$ cat src/rtl/axi_lite_reg_bank_if.sv
// AXI4-Lite bus bundle for axi_lite_reg_bank: master drives requests, slave drives responses.
// A beat transfers on a rising edge where VALID and READY are both 1; VALID never waits on READY,
// and once raised VALID and its payload stay stable until that transfer edge.
interface axi_lite_reg_bank_if #(
  parameter int DATA_WIDTH = 32,
  parameter int ADDR_WIDTH = 32
);
  logic [ADDR_WIDTH-1:0]   awaddr;
  logic                    awvalid;
  logic                    awready;
  logic [DATA_WIDTH-1:0]   wdata;
  logic [DATA_WIDTH/8-1:0] wstrb;
  logic                    wvalid;
  logic                    wready;
  logic [1:0]              bresp;
  logic                    bvalid;
  logic                    bready;
  logic [ADDR_WIDTH-1:0]   araddr;
  logic                    arvalid;
  logic                    arready;
  logic [DATA_WIDTH-1:0]   rdata;
  logic [1:0]              rresp;
  logic                    rvalid;
  logic                    rready;

  modport master (
    output awaddr, awvalid, wdata, wstrb, wvalid, bready, araddr, arvalid, rready,
    input  awready, wready, bresp, bvalid, arready, rdata, rresp, rvalid
  );

  modport slave (
    input  awaddr, awvalid, wdata, wstrb, wvalid, bready, araddr, arvalid, rready,
    output awready, wready, bresp, bvalid, arready, rdata, rresp, rvalid
  );
endinterface

$ cat src/rtl/axi_lite_reg_bank.sv
// AXI4-Lite slave with NUM_REGS word registers, read-only mask, WSTRB lane writes and SLVERR.
// Optional macro AXIL_REG_WR_PULSE_EN adds a one-clock wr_pulse per successful register write.
module axi_lite_reg_bank #(
  parameter int                   DATA_WIDTH = 32,
  parameter int                   ADDR_WIDTH = 32,
  parameter int                   NUM_REGS   = 8,
  parameter logic [NUM_REGS-1:0]   RO_MASK    = '0,
  parameter logic [DATA_WIDTH-1:0] RESET_VAL  = '0
) (
  input  logic                           clk,
  input  logic                           rst,
  axi_lite_reg_bank_if.slave             s_axi,
  output logic [NUM_REGS*DATA_WIDTH-1:0] reg_out,
  input  logic [NUM_REGS*DATA_WIDTH-1:0] reg_in,
  output logic [NUM_REGS-1:0]            wr_pulse
);
  localparam int STRB_W   = DATA_WIDTH / 8;
  localparam int ADDR_LSB = $clog2(STRB_W);
  localparam int IDX_W    = (NUM_REGS > 1) ? $clog2(NUM_REGS) : 1;
  localparam logic [IDX_W:0] NUM_REGS_L  = (IDX_W+1)'(NUM_REGS);
  localparam logic [1:0]     RESP_OKAY   = 2'b00;
  localparam logic [1:0]     RESP_SLVERR = 2'b10;

  logic [DATA_WIDTH-1:0] r_regs   [NUM_REGS];
  logic [DATA_WIDTH-1:0] w_reg_in [NUM_REGS];

  logic                  r_aw_full, r_w_full;
  logic [ADDR_WIDTH-1:0] r_aw_addr;
  logic [DATA_WIDTH-1:0] r_wdata;
  logic [STRB_W-1:0]     r_wstrb;
  logic                  r_bvalid;
  logic [1:0]            r_bresp;
  logic                  r_rvalid;
  logic [1:0]            r_rresp;
  logic [DATA_WIDTH-1:0] r_rdata;

  logic                  w_aw_hs, w_w_hs, w_ar_hs, w_commit;
  logic [ADDR_WIDTH-1:0] w_aw_addr, w_aw_sh, w_ar_sh;
  logic [DATA_WIDTH-1:0] w_wdata;
  logic [STRB_W-1:0]     w_wstrb;
  logic [IDX_W-1:0]      w_aw_idx, w_ar_idx;
  logic                  w_aw_in_range, w_ar_in_range, w_wr_ok;

  genvar gi;
  generate
    for (gi = 0; gi < NUM_REGS; gi++) begin : g_map
      assign reg_out[gi*DATA_WIDTH +: DATA_WIDTH] = r_regs[gi];
      assign w_reg_in[gi] = reg_in[gi*DATA_WIDTH +: DATA_WIDTH];
    end
  endgenerate

  assign s_axi.awready = !r_aw_full;
  assign s_axi.wready  = !r_w_full;
  assign s_axi.bvalid  = r_bvalid;
  assign s_axi.bresp   = r_bresp;
  assign s_axi.arready = !r_rvalid || s_axi.rready;
  assign s_axi.rvalid  = r_rvalid;
  assign s_axi.rresp   = r_rresp;
  assign s_axi.rdata   = r_rdata;

  assign w_aw_hs = s_axi.awvalid && !r_aw_full;
  assign w_w_hs  = s_axi.wvalid && !r_w_full;
  assign w_ar_hs = s_axi.arvalid && s_axi.arready;

  // A slot counts as available on the same edge it is being filled, giving 1-clk write latency.
  assign w_aw_addr = r_aw_full ? r_aw_addr : s_axi.awaddr;
  assign w_wdata   = r_w_full  ? r_wdata   : s_axi.wdata;
  assign w_wstrb   = r_w_full  ? r_wstrb   : s_axi.wstrb;
  assign w_commit  = (r_aw_full || w_aw_hs) && (r_w_full || w_w_hs) && (!r_bvalid || s_axi.bready);

  assign w_aw_sh       = w_aw_addr >> ADDR_LSB;
  assign w_aw_idx      = w_aw_sh[IDX_W-1:0];
  assign w_aw_in_range = ((w_aw_sh >> IDX_W) == '0) && ({1'b0, w_aw_idx} < NUM_REGS_L);
  assign w_wr_ok       = w_aw_in_range && !RO_MASK[w_aw_idx];

  assign w_ar_sh       = s_axi.araddr >> ADDR_LSB;
  assign w_ar_idx      = w_ar_sh[IDX_W-1:0];
  assign w_ar_in_range = ((w_ar_sh >> IDX_W) == '0) && ({1'b0, w_ar_idx} < NUM_REGS_L);

  always_ff @(posedge clk) begin
    if (w_aw_hs) r_aw_addr <= s_axi.awaddr;
    if (w_w_hs) begin
      r_wdata <= s_axi.wdata;
      r_wstrb <= s_axi.wstrb;
    end
  end

  always_ff @(posedge clk) begin
    if (rst) begin
      r_aw_full <= 1'b0;
      r_w_full  <= 1'b0;
      r_bvalid  <= 1'b0;
      r_bresp   <= RESP_OKAY;
    end else if (w_commit) begin
      r_aw_full <= 1'b0;
      r_w_full  <= 1'b0;
      r_bvalid  <= 1'b1;
      r_bresp   <= w_wr_ok ? RESP_OKAY : RESP_SLVERR;
    end else begin
      if (w_aw_hs)      r_aw_full <= 1'b1;
      if (w_w_hs)       r_w_full  <= 1'b1;
      if (s_axi.bready) r_bvalid  <= 1'b0;
    end
  end

  always_ff @(posedge clk) begin
    if (rst) begin
      for (int i = 0; i < NUM_REGS; i++) r_regs[i] <= RESET_VAL;
    end else if (w_commit && w_wr_ok) begin
      for (int b = 0; b < STRB_W; b++) begin
        if (w_wstrb[b]) r_regs[w_aw_idx][8*b +: 8] <= w_wdata[8*b +: 8];
      end
    end
  end

  // Reads sample r_regs before this edge's write lands, so a colliding read sees the old value.
  always_ff @(posedge clk) begin
    if (rst) begin
      r_rvalid <= 1'b0;
      r_rresp  <= RESP_OKAY;
      r_rdata  <= '0;
    end else if (w_ar_hs) begin
      r_rvalid <= 1'b1;
      if (!w_ar_in_range) begin
        r_rresp <= RESP_SLVERR;
        r_rdata <= '0;
      end else begin
        r_rresp <= RESP_OKAY;
        r_rdata <= RO_MASK[w_ar_idx] ? w_reg_in[w_ar_idx] : r_regs[w_ar_idx];
      end
    end else if (s_axi.rready) begin
      r_rvalid <= 1'b0;
    end
  end

`ifdef AXIL_REG_WR_PULSE_EN
  logic [NUM_REGS-1:0] r_wr_pulse;

  always_ff @(posedge clk) begin
    if (rst) begin
      r_wr_pulse <= '0;
    end else begin
      r_wr_pulse <= '0;
      if (w_commit && w_wr_ok) r_wr_pulse[w_aw_idx] <= 1'b1;
    end
  end

  assign wr_pulse = r_wr_pulse;
`else
  assign wr_pulse = '0;
`endif
endmodule

$ cat src/flat_wrapper.sv
// flat-port wrapper written by rule: the top's interface ports become plain ports
module axi_lite_reg_bank_flat 
#(
  parameter int                   DATA_WIDTH = 32,
  parameter int                   ADDR_WIDTH = 32,
  parameter int                   NUM_REGS   = 8,
  parameter logic [NUM_REGS-1:0]   RO_MASK    = '0,
  parameter logic [DATA_WIDTH-1:0] RESET_VAL  = '0
)
  (clk, rst, reg_out, reg_in, wr_pulse, s_axi_awaddr, s_axi_awvalid, s_axi_wdata, s_axi_wstrb, s_axi_wvalid, s_axi_bready, s_axi_araddr, s_axi_arvalid, s_axi_rready, s_axi_awready, s_axi_wready, s_axi_bresp, s_axi_bvalid, s_axi_arready, s_axi_rdata, s_axi_rresp, s_axi_rvalid);
  axi_lite_reg_bank_if #(.DATA_WIDTH(DATA_WIDTH), .ADDR_WIDTH(ADDR_WIDTH)) s_axi_i ();
  input  logic clk;
  input  logic rst;
  output logic [NUM_REGS*DATA_WIDTH-1:0] reg_out;
  input  logic [NUM_REGS*DATA_WIDTH-1:0] reg_in;
  output logic [NUM_REGS-1:0] wr_pulse;
  input wire logic [$bits(s_axi_i.awaddr)-1:0] s_axi_awaddr;
  input wire logic [$bits(s_axi_i.awvalid)-1:0] s_axi_awvalid;
  input wire logic [$bits(s_axi_i.wdata)-1:0] s_axi_wdata;
  input wire logic [$bits(s_axi_i.wstrb)-1:0] s_axi_wstrb;
  input wire logic [$bits(s_axi_i.wvalid)-1:0] s_axi_wvalid;
  input wire logic [$bits(s_axi_i.bready)-1:0] s_axi_bready;
  input wire logic [$bits(s_axi_i.araddr)-1:0] s_axi_araddr;
  input wire logic [$bits(s_axi_i.arvalid)-1:0] s_axi_arvalid;
  input wire logic [$bits(s_axi_i.rready)-1:0] s_axi_rready;
  output wire logic [$bits(s_axi_i.awready)-1:0] s_axi_awready;
  output wire logic [$bits(s_axi_i.wready)-1:0] s_axi_wready;
  output wire logic [$bits(s_axi_i.bresp)-1:0] s_axi_bresp;
  output wire logic [$bits(s_axi_i.bvalid)-1:0] s_axi_bvalid;
  output wire logic [$bits(s_axi_i.arready)-1:0] s_axi_arready;
  output wire logic [$bits(s_axi_i.rdata)-1:0] s_axi_rdata;
  output wire logic [$bits(s_axi_i.rresp)-1:0] s_axi_rresp;
  output wire logic [$bits(s_axi_i.rvalid)-1:0] s_axi_rvalid;
  assign s_axi_i.awaddr = s_axi_awaddr;
  assign s_axi_i.awvalid = s_axi_awvalid;
  assign s_axi_i.wdata = s_axi_wdata;
  assign s_axi_i.wstrb = s_axi_wstrb;
  assign s_axi_i.wvalid = s_axi_wvalid;
  assign s_axi_i.bready = s_axi_bready;
  assign s_axi_i.araddr = s_axi_araddr;
  assign s_axi_i.arvalid = s_axi_arvalid;
  assign s_axi_i.rready = s_axi_rready;
  assign s_axi_awready = s_axi_i.awready;
  assign s_axi_wready = s_axi_i.wready;
  assign s_axi_bresp = s_axi_i.bresp;
  assign s_axi_bvalid = s_axi_i.bvalid;
  assign s_axi_arready = s_axi_i.arready;
  assign s_axi_rdata = s_axi_i.rdata;
  assign s_axi_rresp = s_axi_i.rresp;
  assign s_axi_rvalid = s_axi_i.rvalid;
  axi_lite_reg_bank #(.DATA_WIDTH(DATA_WIDTH), .ADDR_WIDTH(ADDR_WIDTH), .NUM_REGS(NUM_REGS), .RO_MASK(RO_MASK), .RESET_VAL(RESET_VAL)) u_core (.clk(clk), .rst(rst), .s_axi(s_axi_i), .reg_out(reg_out), .reg_in(reg_in), .wr_pulse(wr_pulse));
endmodule
$ cat config.mk
export PLATFORM = sky130hd
export DESIGN_NAME = axi_lite_reg_bank_flat
export DESIGN_NICKNAME = d
export VERILOG_FILES = /design/src/rtl/axi_lite_reg_bank_if.sv /design/src/rtl/axi_lite_reg_bank.sv /design/src/flat_wrapper.sv
export SDC_FILE = /design/constraint.sdc
export NUM_CORES = 1
export LEC_CHECK = 0
export CORE_AREA = 2 2 263 265
export CTS_BUF_LIST = sky130_fd_sc_hd__clkbuf_4 sky130_fd_sc_hd__clkbuf_8
export DETAILED_ROUTE_END_ITERATION = 12
export DIE_AREA = 0 0 265 267
export GPL_TIMING_DRIVEN = 0
export SYNTH_ARGS = -nofsm -noshare
export SYNTH_HDL_FRONTEND = slang
export SYNTH_SLANG_ARGS = --single-unit
$ cat constraint.sdc
create_clock -name clk -period 2.6 [get_ports clk]
set_input_delay 0.39 -clock clk [delete_from_list [all_inputs] [get_ports clk]]
set_output_delay 0.39 -clock clk [all_outputs]
set_load 0.02 [all_outputs]
==> results of run 1 <==
## flip-flops by register name, summed over array words and instances (netlist names), 4 cells and up
register and cells:
u_core.r_regs 256, u_core.r_wstrb 4, u_core.r_wdata 32, u_core.s_axi.rdata 32
u_core.r_aw_addr 30
## power groups by stage
stage / clock [W] / combinational [W] / sequential [W]
floorplan: 0 / 0.000593 / 0.00688
global placement: 0 / 0.00156 / 0.00681
detailed placement: 0 / 0.00159 / 0.00681
CTS: 0.00560 / 0.00167 / 0.00669
global route: 0.00586 / 0.00182 / 0.00671
finish: 0.00553 / 0.00174 / 0.00669
## critical path, cell delays in order
cell                       delay (ns)
sky130_fd_sc_hd__clkbuf_1        0.18
sky130_fd_sc_hd__clkbuf_1        0.86
sky130_fd_sc_hd__clkbuf_1        1.03
sky130_fd_sc_hd__o21bai_4        0.33
sky130_fd_sc_hd__buf_4           0.18
## kinds of logic (layout without fill, tap and decap cells)
family | count (synthesis) | count (layout)
DFF | 360 | 360
muxes | 100 | 100
and+or+nand+nor | 468 | 468
buffers and inverters | 110 | 652
other | 1 | 18
AOI/OAI and AO/OA | 113 | 113
## layout make-up
| cell class | instances | area [sq um] | share of cell area [%] |
|---|---|---|---|
| buffer | 101 | 491.7 | 2.109 |
| timing repair buffer | 423 | 4407 | 18.90 |
| clock buffer | 100 | 1182 | 5.072 |
| clock inverter | 22 | 157.7 | 0.6763 |
| antenna | 8 | 20.02 | 0.08588 |
| sequential | 360 | 10430 | 44.75 |
| multi-input combinational | 691 | 5494 | 23.57 |
| tap | 882 | 1104 | 4.734 |
| inverter | 6 | 22.52 | 0.09662 |
## placed cells by master, fill, tap and decap left out, types with 18 or more instances in the layout
| cell | instances |
|---|---|
| sky130_fd_sc_hd__nand2_1 | 29 |
| sky130_fd_sc_hd__clkbuf_8 | 69 |
| sky130_fd_sc_hd__or2_2 | 24 |
| sky130_fd_sc_hd__a21o_1 | 23 |
| sky130_fd_sc_hd__clkbuf_4 | 35 |
| sky130_fd_sc_hd__clkbuf_2 | 18 |
| sky130_fd_sc_hd__mux4_2 | 64 |
| sky130_fd_sc_hd__o21bai_4 | 32 |
| sky130_fd_sc_hd__clkdlybuf4s50_1 | 394 |
| sky130_fd_sc_hd__mux2_2 | 35 |
| sky130_fd_sc_hd__nor2_1 | 198 |
| sky130_fd_sc_hd__buf_4 | 20 |
| sky130_fd_sc_hd__nand3_1 | 65 |
| sky130_fd_sc_hd__nor3_1 | 25 |
| sky130_fd_sc_hd__dfxtp_1 | 37 |
| sky130_fd_sc_hd__clkbuf_1 | 47 |
| sky130_fd_sc_hd__a22oi_1 | 35 |
| sky130_fd_sc_hd__edfxtp_1 | 322 |
| sky130_fd_sc_hd__nor4_1 | 80 |
| sky130_fd_sc_hd__buf_12 | 19 |
## timing repair
action | in CTS | in global routing
buffers inserted | 10 | 17
pin swaps | 6 | 17
gates resized for setup | 105 | 50
hold buffers | 0 | 0
setup endpoints to repair | 489 | 436
## metrics by stage
stage	instance area, sq um	TNS (ns)	worst slack [ns]	total power, W
after floorplan	15860	0	0.1714	0.007474
after global placement	20910	-665.09	-1.991	0.008372
after detailed placement	20950	-483.12	-1.665	0.008397
after CTS	22890	0	0.01296	0.01397
after global routing	23290	-0.008416	-0.007260	0.01438
final	23310	-0.07903	-0.01182	0.01397
## final timing paths
path | from | to | slack (ns) | cells past startpoint
worst min register to register | u_core.s_axi.rdata[17]$_SDFFE_PP0P_ | u_core.s_axi.rdata[17]$_SDFFE_PP0P_ | 0.51 | 2
worst max-delay path | rst | u_core.r_regs[2][27]$_SDFFCE_PN0P_ | -0.01 | 5
worst max register to register | u_core.r_aw_full$_SDFFE_PP0P_ | u_core.r_regs[5][13]$_SDFFCE_PN0P_ | 0.09 | 6
worst min-delay path | s_axi_wstrb[1] | u_core.r_wstrb[1]$_DFFE_PP_ | 0.34 | 1
## per-layer routing
layer,track usage (%),up-vias
li1,-,5453
met1,28.30,6529
met2,31.68,867
met3,5.416,100
met4,5.802,0
met5,0,-
## cell usage after synthesis (all sizes together) (26+ instances only)
cell | instances | share of area (%)
clkbuf | 78 | 1.8
edfxtp | 322 | 61
mux4 | 64 | 9.1
o21bai | 32 | 1.5
mux2 | 35 | 2.5
nor3 | 26 | 0.82
nor2 | 198 | 4.7
nor4 | 87 | 3.4
buf | 26 | 0.97
nand3 | 69 | 2.2
nand2 | 31 | 0.74
a22oi | 35 | 1.7
dfxtp | 38 | 4.8
==> metrics.md, run 1 <==
| Metric | Value |
|---|---|
| Layout-stage area growth over the synthesis result | `47.28%` |
| Power density relative to cell area | `599.3 nW/um^2` |
| Compound-Gate Fraction of Synth Area | `5.234%` |
| Syn avg cell area | `13.74 sq um` |
| Main combinational cell family by area after synthesis | `simple AND/OR/NAND/NOR gates` |
| Capturing element type of the critical path | `flop` |
| Worst hold path class | `in -> reg` |
| TritonCTS clock tree | `done` |
| Area share of fa/ha/maj cells after synthesis | `0%` |
| Max capacitance violation total | `0` |
| Share of the clock period used by the worst path after layout | `100.5%` |
| Net count of the finished layout | `2013` |
| Pin count of the biggest net entering global routing | `37` |
| I/O pin count | `668` |
| Clock Skews | `0.03390 ns` |
| Remaining routing DRC violations | `0` |
| Distinct cells, synth | `40` |
| Peak fanout along the critical path | `10` |
| Synth warn | `0` |
| Switching power of the nets | `0.003674 W` |
| Clock latency of the later-clocked register in the worst-skew pair | `0.66 ns` |
| Share of synthesized cell area in and, or, nand and nor gates | `14.21%` |
| Routed length on met1 | `32.37 mm` |
| Global router's overall resource usage | `20.52%` |
| Largest vdd supply drop | `0.0003520 V` |
| Comb power frac | `12.5%` |
| Final cell utilization of the core | `34.29%` |
| Root buf cell | `sky130_fd_sc_hd__clkbuf_8` |
| Run status | `finished, violations left` |
| Placed cells | `2439` |
| Final setup slack of the worst path | `-0.01182 ns` |
| Number of buffers between clock root and the deepest sink | `3` |
| Time the final worst path needs with I/O delays and setup | `2.612 ns` |
| Average wire per cell in the routed design | `28.69 um` |
| Design internal power | `0.01030 W` |
| Met3 Routed Length | `7.300 mm` |
| Number of synthesized flops with an enable pin | `322` |
| Arrival time at the worst endpoint | `2.98 ns` |
| Area of the die | `70760 sq um` |
| CTS buffer count | `67` |
| Final estimated routing congestion in global placement | `0.9297` |
| Cell area after synthesis | `15830 sq um` |
| Flop pwr share | `47.9%` |
| Placeable core region | `67990 sq um` |
| Leakage Power | `7.615 nW` |
| Number of nets still failing antenna checks after routing | `0` |
| Crit path required time | `2.97 ns` |
| Final hold slack | `0.3390 ns` |
| Switch share | `26.30%` |
| Highest signal layer in the routed design | `met4` |
| Violations in the final reports | `setup timing` |
| Wire length of the first global-routing pass | `100.6 mm` |
| Post-synthesis mux area share | `11.66%` |
| Clock slew at the register clock pins of the worst setup and hold paths | `0.05 ns` |
| Via-to-Cell Ratio | `4.994` |
| Worst slew slack as a fraction of its limit | `12.19%` |
| Filler Cell Count | `6612` |
| Initial antenna violation count | `12` |
| Initial core utilization | `23.28%` |
| Number of global-route vias before repair | `12740` |
| Post-synth ARST share | `0%` |
| Placed wire-length estimate after detailed placement | `58.64 mm` |
| Met2 Wirelength | `33.04 mm` |
| Initial DRC Count | `1541` |
| Clock sink count | `360` |
| Highest attainable clock frequency | `0.3829 GHz` |
| Slew of the pin with the lowest slew margin | `1.317 ns` |
| Port Buffers | `394` |
| Die width | `265 um` |
| CTS H-tree lvls | `3` |
| Kind of start point of the critical path | `input port` |
| Register bit total from synthesis | `360` |
| Proportion of synthesized chip area in sequential cells | `65.90%` |
| Crit path kind | `in -> reg` |
| Final Hold Fails | `0` |
| Total global routing overflow | `0` |
| Post-Synthesis Cells | `1152` |
| Via count | `12950` |
| Area share of xor/xnor cells in the synthesized design | `0%` |
| Final Instance Count excl. Fillers | `2593` |
| Max-slew violation total from the final report | `0` |
| Routed wire length | `74.38 mm` |
| Die H | `267 um` |
| Number of rows created at floorplan | `96` |
| Count of TritonRoute iterations in the first routing pass | `5` |
| Final-report setup violation count | `14` |
| Most used flip-flop cell after synthesis | `sky130_fd_sc_hd__edfxtp_1` |
| Layout cells sized above 1 | `21.96%` |
| Clock group share of total power | `39.6%` |
(Power assumes the default switching activity.)
==> run 2, diff against run 1 <==
--- a/config.mk
+++ b/config.mk
@@ -10,6 +10,7 @@
 export DETAILED_ROUTE_END_ITERATION = 12
 export DIE_AREA = 0 0 265 267
 export GPL_TIMING_DRIVEN = 0
+export PLACE_DENSITY = 0.53
 export SYNTH_ARGS = -nofsm -noshare
 export SYNTH_HDL_FRONTEND = slang
 export SYNTH_SLANG_ARGS = --single-unit
==> metrics.md, run 2 (synthesized netlist as in run 1, its figures left out) <==
| Metric | Value |
|---|---|
| Run status | `completed` |
| Initial core utilization | `23.28% (unchanged)` |
| Initial antenna violation count | `13 (+1)` |
| Number of rows created at floorplan | `96 (unchanged)` |
| Worst hold path class | `in -> reg` |
| Layout cells sized above 1 | `22.49% (+0.53 points)` |
| Area of the die | `70760 sq um (unchanged)` |
| Worst slew slack as a fraction of its limit | `18.16% (+6.0 points)` |
| Kind of start point of the critical path | `flop` |
| Root buf cell | `sky130_fd_sc_hd__clkbuf_8` |
| Arrival time at the worst endpoint | `2.93 ns (-0.05 ns)` |
| Final Cell Area | `23570 sq um (+1.1%)` |
| Average wire per cell in the routed design | `29.21 um (+1.8%)` |
| Routed wire length | `76.21 mm (+2.5%)` |
| Clock Skews | `0.06407 ns (+0.03017 ns)` |
| Via-to-Cell Ratio | `4.977 (-0.34%)` |
| Capturing element type of the critical path | `flop` |
| Global router's overall resource usage | `21.19% (+0.68 points)` |
| Via count | `12990 (+0.28%)` |
| Clock group share of total power | `39.5% (about the same)` |
| Critical path's largest stage delay | `0.38 ns (-0.65 ns)` |
| Placeable core region | `67990 sq um (unchanged)` |
| CTS buffer count | `68 (+1.5%)` |
| Placed wire-length estimate after detailed placement | `59.34 mm (+1.2%)` |
| TritonCTS clock tree | `done` |
| Die H | `267 um (unchanged)` |
| Share of the clock period used by the worst path after layout | `96.45% (-4.0 points)` |
| Max FFs per register | `256 (unchanged)` |
| Final setup slack of the worst path | `0.09231 ns (+0.1041 ns)` |
| Peak fanout along the critical path | `10 (unchanged)` |
| Number of buffers between clock root and the deepest sink | `3 (unchanged)` |
| Fin Setup TNS | `0 ns (+0.07903 ns)` |
| Cell-by-cell listing of the critical path | `nor4_2 -> nand4_1 -> a22o_4 -> clkbuf_1 -> clkbuf_4 -> nor4_4` |
| Largest vdd supply drop | `0.0003333 V (-5.3%)` |
| Die width | `265 um (unchanged)` |
| Final Hold Fails | `0 (unchanged)` |
| Highest attainable clock frequency | `0.3988 GHz (+4.2%)` |
| Final-report setup violation count | `0 (-14)` |
| Layout-stage area growth over the synthesis result | `48.93%` |
| Remaining routing DRC violations | `0 (unchanged)` |
| Net count of the finished layout | `2033 (+0.99%)` |
| I/O pin count | `668 (unchanged)` |
| Most used cells in the layout excluding fill and tap cells | `393 x sky130_fd_sc_hd__clkdlybuf4s50_1, 322 x sky130_fd_sc_hd__edfxtp_1, 198 x sky130_fd_sc_hd__nor2_1, 77 x sky130_fd_sc_hd__nor4_1, 68 x sky130_fd_sc_hd__clkbuf_8` |
| Placed standard-cell area | `20950 sq um (unchanged)` |
| Worst slack after detailed placement | `-2.059 ns (-0.3942 ns)` |
| Count of TritonRoute iterations in the first routing pass | `6 (+1)` |
| CTS H-tree lvls | `3 (unchanged)` |
| Slew of the pin with the lowest slew margin | `1.228 ns (-0.08966 ns)` |
| Max capacitance violation total | `0 (unchanged)` |
| Total global routing overflow | `0 (unchanged)` |
| Top reg by flops | `u_core.r_regs` |
| Switching power of the nets | `0.003745 W (+1.9%)` |
| Crit path required time | `3.02 ns (+0.05 ns)` |
| Number of global-route vias before repair | `13080 (+2.7%)` |
| Design internal power | `0.01027 W (-0.21%)` |
| Time the final worst path needs with I/O delays and setup | `2.508 ns (-0.1041 ns)` |
| Port Buffers | `394 (unchanged)` |
| Pin count of the biggest net entering global routing | `37 (unchanged)` |
| Design Power | `0.01402 W (+0.36%)` |
| Crit path kind | `reg -> reg` |
| Wire length of the first global-routing pass | `103.7 mm (+3.0%)` |
| Slowest CP cell | `sky130_fd_sc_hd__a22o_4` |
| Flop pwr share | `47.8% (about the same)` |
| Power density relative to cell area | `594.8 nW/um^2 (-0.75%)` |
| Max-slew violation total from the final report | `0 (unchanged)` |
| Clock slew at the register clock pins of the worst setup and hold paths | `0.05 ns (about the same)` |
| Unrepaired setup endpoints after global routing | `false` |
| Clock sink count | `360 (unchanged)` |
| Initial DRC Count | `1224 (-21%)` |
| Comb power frac | `12.7% (+0.2 points)` |
| Total of hold buffers inserted after clock tree synthesis | `0 (unchanged)` |
| Leakage Power | `7.743 nW (+1.7%)` |
| Final estimated routing congestion in global placement | `0.8981 (-3.4%)` |
| Clock latency of the later-clocked register in the worst-skew pair | `0.69 ns (+0.03 ns)` |
| Number of nets still failing antenna checks after routing | `0 (unchanged)` |
| Most common cell after layout, fill and taps aside | `sky130_fd_sc_hd__clkdlybuf4s50_1` |
| Switch share | `26.71% (+0.42 points)` |
[run 2: cell count changes in the layout (fill, tap and decap cells not counted), moves of 3 or more]
cell | before | now
sky130_fd_sc_hd__buf_4 | 20 | 30
sky130_fd_sc_hd__buf_12 | 19 | 26
sky130_fd_sc_hd__buf_2 | 15 | 10
sky130_fd_sc_hd__nor4_1 | 80 | 77
sky130_fd_sc_hd__clkbuf_2 | 18 | 22
[run 2: area by class of cell]
| class | instances | area, sq um |
|---|---|---|
| Fill cell | 6658 | 44420 |
| Sequential cell | 360 | 10430 |
| Multi-Input combinational cell | 691 | 5520 |
| Timing Repair Buffer | 440 | 4624 |
| Clock buffer | 97 | 1154 |
| Tap cell | 882 | 1104 |
| Buffer | 103 | 516.7 |
| Clock inverter | 24 | 180.2 |
| Inverter | 6 | 22.52 |
| Antenna cell | 6 | 15.01 |
[run 2: power by group through the flow]
stage	Combinational (W)	Sequential [W]	Clock, W
after global routing	0.00186	0.00671	0.00590
after detailed placement	0.00159	0.00681	0
final	0.00178	0.00670	0.00554
after global placement	0.00157	0.00681	0
after CTS	0.00176	0.00669	0.00565
after floorplan	0.000593	0.00688	0
[run 2: worst paths after layout]
| kind | slack, ns | startpoint | cells after the start | endpoint |
|---|---|---|---|---|
| setup / recovery | 0.09 | u_core.r_aw_addr[18]$_DFFE_PP_ | 6 | u_core.r_regs[5][7]$_SDFFCE_PN0P_ |
| hold / removal | 0.33 | s_axi_wstrb[2] | 1 | u_core.r_wstrb[2]$_DFFE_PP_ |
| setup reg to reg | 0.09 | u_core.r_aw_addr[18]$_DFFE_PP_ | 6 | u_core.r_regs[5][7]$_SDFFCE_PN0P_ |
| hold reg to reg | 0.52 | u_core.s_axi.rdata[7]$_SDFFE_PP0P_ | 2 | u_core.s_axi.rdata[7]$_SDFFE_PP0P_ |
[run 2: critical path: cells and delay by family (launching register included)]
kind            cells  cell delay, ns
simple gates        3            0.95
buf+inv             2            0.57
compound gates      1            0.38
flops               1            0.37
[run 2: timing repair]
action / CTS / global route
buffers inserted: 38 / 6
gates cloned: 0 / 0
setup endpoints to repair: 499 / 359
pin swaps: 29 / 7
gates resized for setup: 117 / 38
hold endpoints to repair: 0 / 0
[run 2: routing by layer]
metal	vias up	global-route usage (%)	routed length (um)
li1	5481	-	-
met1	6560	28.63	32290
met5	-	0	47
met3	106	6.394	8047
met4	8	6.108	1692
met2	830	32.78	34140
[run 2: per-stage QoR]
step           utilization (%)  hold slack, ns  instances
3_3_place_gp             30.76          0.4961       2437
4_1_cts                  34.41          0.2672       2597
5_1_grt                  34.65          0.2963       2604
6_report                 34.67          0.3266       2609
2_1_floorplan                -          0.4889       1161
3_5_place_dp             30.81          0.4898       2439
==> run 3, diff against run 2 <==
--- a/config.mk
+++ b/config.mk
@@ -6,7 +6,7 @@
 export NUM_CORES = 1
 export LEC_CHECK = 0
 export CORE_AREA = 2 2 263 265
-export CTS_BUF_LIST = sky130_fd_sc_hd__clkbuf_4 sky130_fd_sc_hd__clkbuf_8
+export CTS_BUF_LIST = sky130_fd_sc_hd__clkbuf_4
 export DETAILED_ROUTE_END_ITERATION = 12
 export DIE_AREA = 0 0 265 267
 export GPL_TIMING_DRIVEN = 0
==> metrics.md, run 3 (synthesized netlist as in run 1, its figures left out) <==
| Metric | Value |
|---|---|
| Initial core utilization | `23.28% (unchanged)` |
| Max FFs per register | `256 (unchanged)` |
| Die width | `265 um (unchanged)` |
| Slew of the pin with the lowest slew margin | `1.281 ns (+0.05319 ns)` |
| Clock Skews | `0.1127 ns (+0.04859 ns)` |
| Clock latency of the later-clocked register in the worst-skew pair | `0.91 ns (+0.22 ns)` |
| Via count | `13200 (+1.7%)` |
| Number of nets still failing antenna checks after routing | `0 (unchanged)` |
| Fin Setup TNS | `0 ns (unchanged)` |
| Share of the clock period used by the worst path after layout | `97.69% (+1.2 points)` |
| Cell-by-cell listing of the critical path | `nor4b_1 -> nand4_1 -> buf_4 -> a21oi_2 -> buf_4 -> nand3_4 -> o21bai_4` |
| Number of global-route vias before repair | `13360 (+2.1%)` |
| CTS H-tree lvls | `3 (unchanged)` |
| Worst slew slack as a fraction of its limit | `14.62% (-3.5 points)` |
| Placed standard-cell area | `20950 sq um (unchanged)` |
| Time the final worst path needs with I/O delays and setup | `2.540 ns (+0.03233 ns)` |
| Switch share | `27.07% (+0.35 points)` |
| Leakage Power | `7.775 nW (+0.42%)` |
| Placeable core region | `67990 sq um (unchanged)` |
| Clock group share of total power | `38.5% (-1.0 points)` |
| Initial DRC Count | `1368 (+12%)` |
| Via-to-Cell Ratio | `4.964 (-0.27%)` |
| Critical path's largest stage delay | `0.43 ns (+0.05 ns)` |
| Highest attainable clock frequency | `0.3937 GHz (-1.3%)` |
| Capturing element type of the critical path | `flop` |
| Net count of the finished layout | `2060 (+1.3%)` |
| Arrival time at the worst endpoint | `3.05 ns (+0.12 ns)` |
| Worst hold path class | `in -> reg` |
| CTS buffer count | `99 (+46%)` |
| Run status | `completed` |
| Layout-stage area growth over the synthesis result | `48.19%` |
| Most used cells in the layout excluding fill and tap cells | `393 x sky130_fd_sc_hd__clkdlybuf4s50_1, 322 x sky130_fd_sc_hd__edfxtp_1, 198 x sky130_fd_sc_hd__nor2_1, 152 x sky130_fd_sc_hd__clkbuf_4, 80 x sky130_fd_sc_hd__nor4_1` |
| Final Hold Fails | `0 (unchanged)` |
| Die H | `267 um (unchanged)` |
| Top reg by flops | `u_core.r_regs` |
| Crit path kind | `reg -> reg` |
| Most common cell after layout, fill and taps aside | `sky130_fd_sc_hd__clkdlybuf4s50_1` |
| Switching power of the nets | `0.003727 W (-0.48%)` |
| Area of the die | `70760 sq um (unchanged)` |
| TritonCTS clock tree | `done` |
| Pin count of the biggest net entering global routing | `37 (unchanged)` |
| Flop pwr share | `48.6% (+0.8 points)` |
| Largest vdd supply drop | `0.0002457 V (-26%)` |
| Final estimated routing congestion in global placement | `0.8981 (unchanged)` |
| Global router's overall resource usage | `21.10% (-0.091 points)` |
| Routed wire length | `76.03 mm (-0.23%)` |
| Clock slew at the register clock pins of the worst setup and hold paths | `0.06 ns (about the same)` |
| Initial antenna violation count | `11 (-2)` |
| I/O pin count | `668 (unchanged)` |
| Comb power frac | `12.9% (+0.2 points)` |
| Final Cell Area | `23450 sq um (-0.49%)` |
| Layout cells sized above 1 | `24.53% (+2.0 points)` |
| Count of TritonRoute iterations in the first routing pass | `5 (-1)` |
| Crit path required time | `3.11 ns (+0.09 ns)` |
| Average wire per cell in the routed design | `28.58 um (-2.1%)` |
| Wire length of the first global-routing pass | `103.7 mm (about the same)` |
| Root buf cell | `sky130_fd_sc_hd__clkbuf_4` |
| Number of rows created at floorplan | `96 (unchanged)` |
| Number of buffers between clock root and the deepest sink | `3 (unchanged)` |
| Power density relative to cell area | `587.1 nW/um^2 (-1.3%)` |
| Total global routing overflow | `0 (unchanged)` |
| Clock sink count | `360 (unchanged)` |
| Slowest CP cell | `sky130_fd_sc_hd__dfxtp_4` |
| Port Buffers | `394 (unchanged)` |
| Final-report setup violation count | `0 (unchanged)` |
| CP most frequent cell | `sky130_fd_sc_hd__buf_4` |
| Max-slew violation total from the final report | `0 (unchanged)` |
| Max capacitance violation total | `0 (unchanged)` |
| Remaining routing DRC violations | `0 (unchanged)` |
| Design internal power | `0.01004 W (-2.3%)` |
| Peak fanout along the critical path | `8 (-2)` |
| Placed wire-length estimate after detailed placement | `59.34 mm (unchanged)` |
| Kind of start point of the critical path | `flop` |
-- run 3: cell count changes in the layout (fill, tap and decap cells not counted), moves of 2 or more --
cell / delta
sky130_fd_sc_hd__buf_12: -2
sky130_fd_sc_hd__buf_2: +2
sky130_fd_sc_hd__clkbuf_1: +2
sky130_fd_sc_hd__clkbuf_4: +119
sky130_fd_sc_hd__clkbuf_8: -68
sky130_fd_sc_hd__clkinv_1: +2
sky130_fd_sc_hd__nand3_1: -2
sky130_fd_sc_hd__nand3_2: +2
sky130_fd_sc_hd__nor4_1: +3
sky130_fd_sc_hd__nor4_2: -3
-- run 3: worst max-delay path, delay by kind of cell (launching register included) --
kind	cells	cell delay, ns
simple gates	3	0.65
flops	1	0.43
compound gates	2	0.72
buf+inv	2	0.40
-- run 3: cell type report --
cell class	instances	area (sq um)
Antenna cell	5	12.51
Buffer	102	493.0
Clock buffer	152	1141
Clock inverter	25	153.9
Fill cell	6693	44530
Inverter	6	22.52
Multi-Input combinational cell	691	5520
Sequential cell	360	10430
Tap cell	882	1104
Timing Repair Buffer	437	4573
-- run 3: per-layer routing --
metal	vias to the layer above	global-route usage [%]	part of all wire [%]
met1	6656	29.09	43
met5	-	0	0.017
met3	93	5.369	9.5
met4	2	6.505	2.4
li1	5582	-	-
met2	870	32.51	45
-- run 3: through the flow --
step / hold WS, ns / total power [W] / util [%] / cells / worst slack [ns]
after global placement: 0.4961 / 0.008377 / 30.76 / 2437 / -2.017
after global routing: 0.08861 / 0.01427 / 34.48 / 2656 / -0.008011
after CTS: 0.07763 / 0.01385 / 34.30 / 2654 / -0.08334
after floorplan: 0.4889 / 0.007474 / - / 1161 / 0.1714
final: 0.1514 / 0.01377 / 34.50 / 2660 / 0.05998
after detailed placement: 0.4898 / 0.008397 / 30.81 / 2439 / -2.059
-- run 3: what timing repair did --
item                                   CTS  global route
gates resized for setup                102            51
endpoints found under the hold margin    0             0
setup endpoints to repair              498           483
pin swaps                               31             5
hold buffers                             0             0
cloned                                   0             0
buffers inserted                        39             2
-- run 3: worst paths after layout --
path | startpoint | endpoint | slack [ns] | cells past startpoint
setup / recovery | u_core.r_aw_full$_SDFFE_PP0P_ | u_core.r_regs[7][29]$_SDFFCE_PN0P_ | 0.06 | 7
setup reg to reg | u_core.r_aw_full$_SDFFE_PP0P_ | u_core.r_regs[7][29]$_SDFFCE_PN0P_ | 0.06 | 7
hold / removal | s_axi_awaddr[12] | u_core.r_aw_addr[12]$_DFFE_PP_ | 0.15 | 1
hold reg to reg | u_core.s_axi.bresp[1]$_SDFFE_PP0P_ | u_core.s_axi.bresp[1]$_SDFFE_PP0P_ | 0.51 | 2
-- run 3: power by group through the flow --
stage / clock network, W / logic (W) / registers (W)
after floorplan: 0 / 0.000593 / 0.00688
after global placement: 0 / 0.00157 / 0.00681
after detailed placement: 0 / 0.00159 / 0.00681
after CTS: 0.00540 / 0.00176 / 0.00668
after global routing: 0.00571 / 0.00186 / 0.00670
final: 0.00530 / 0.00178 / 0.00669
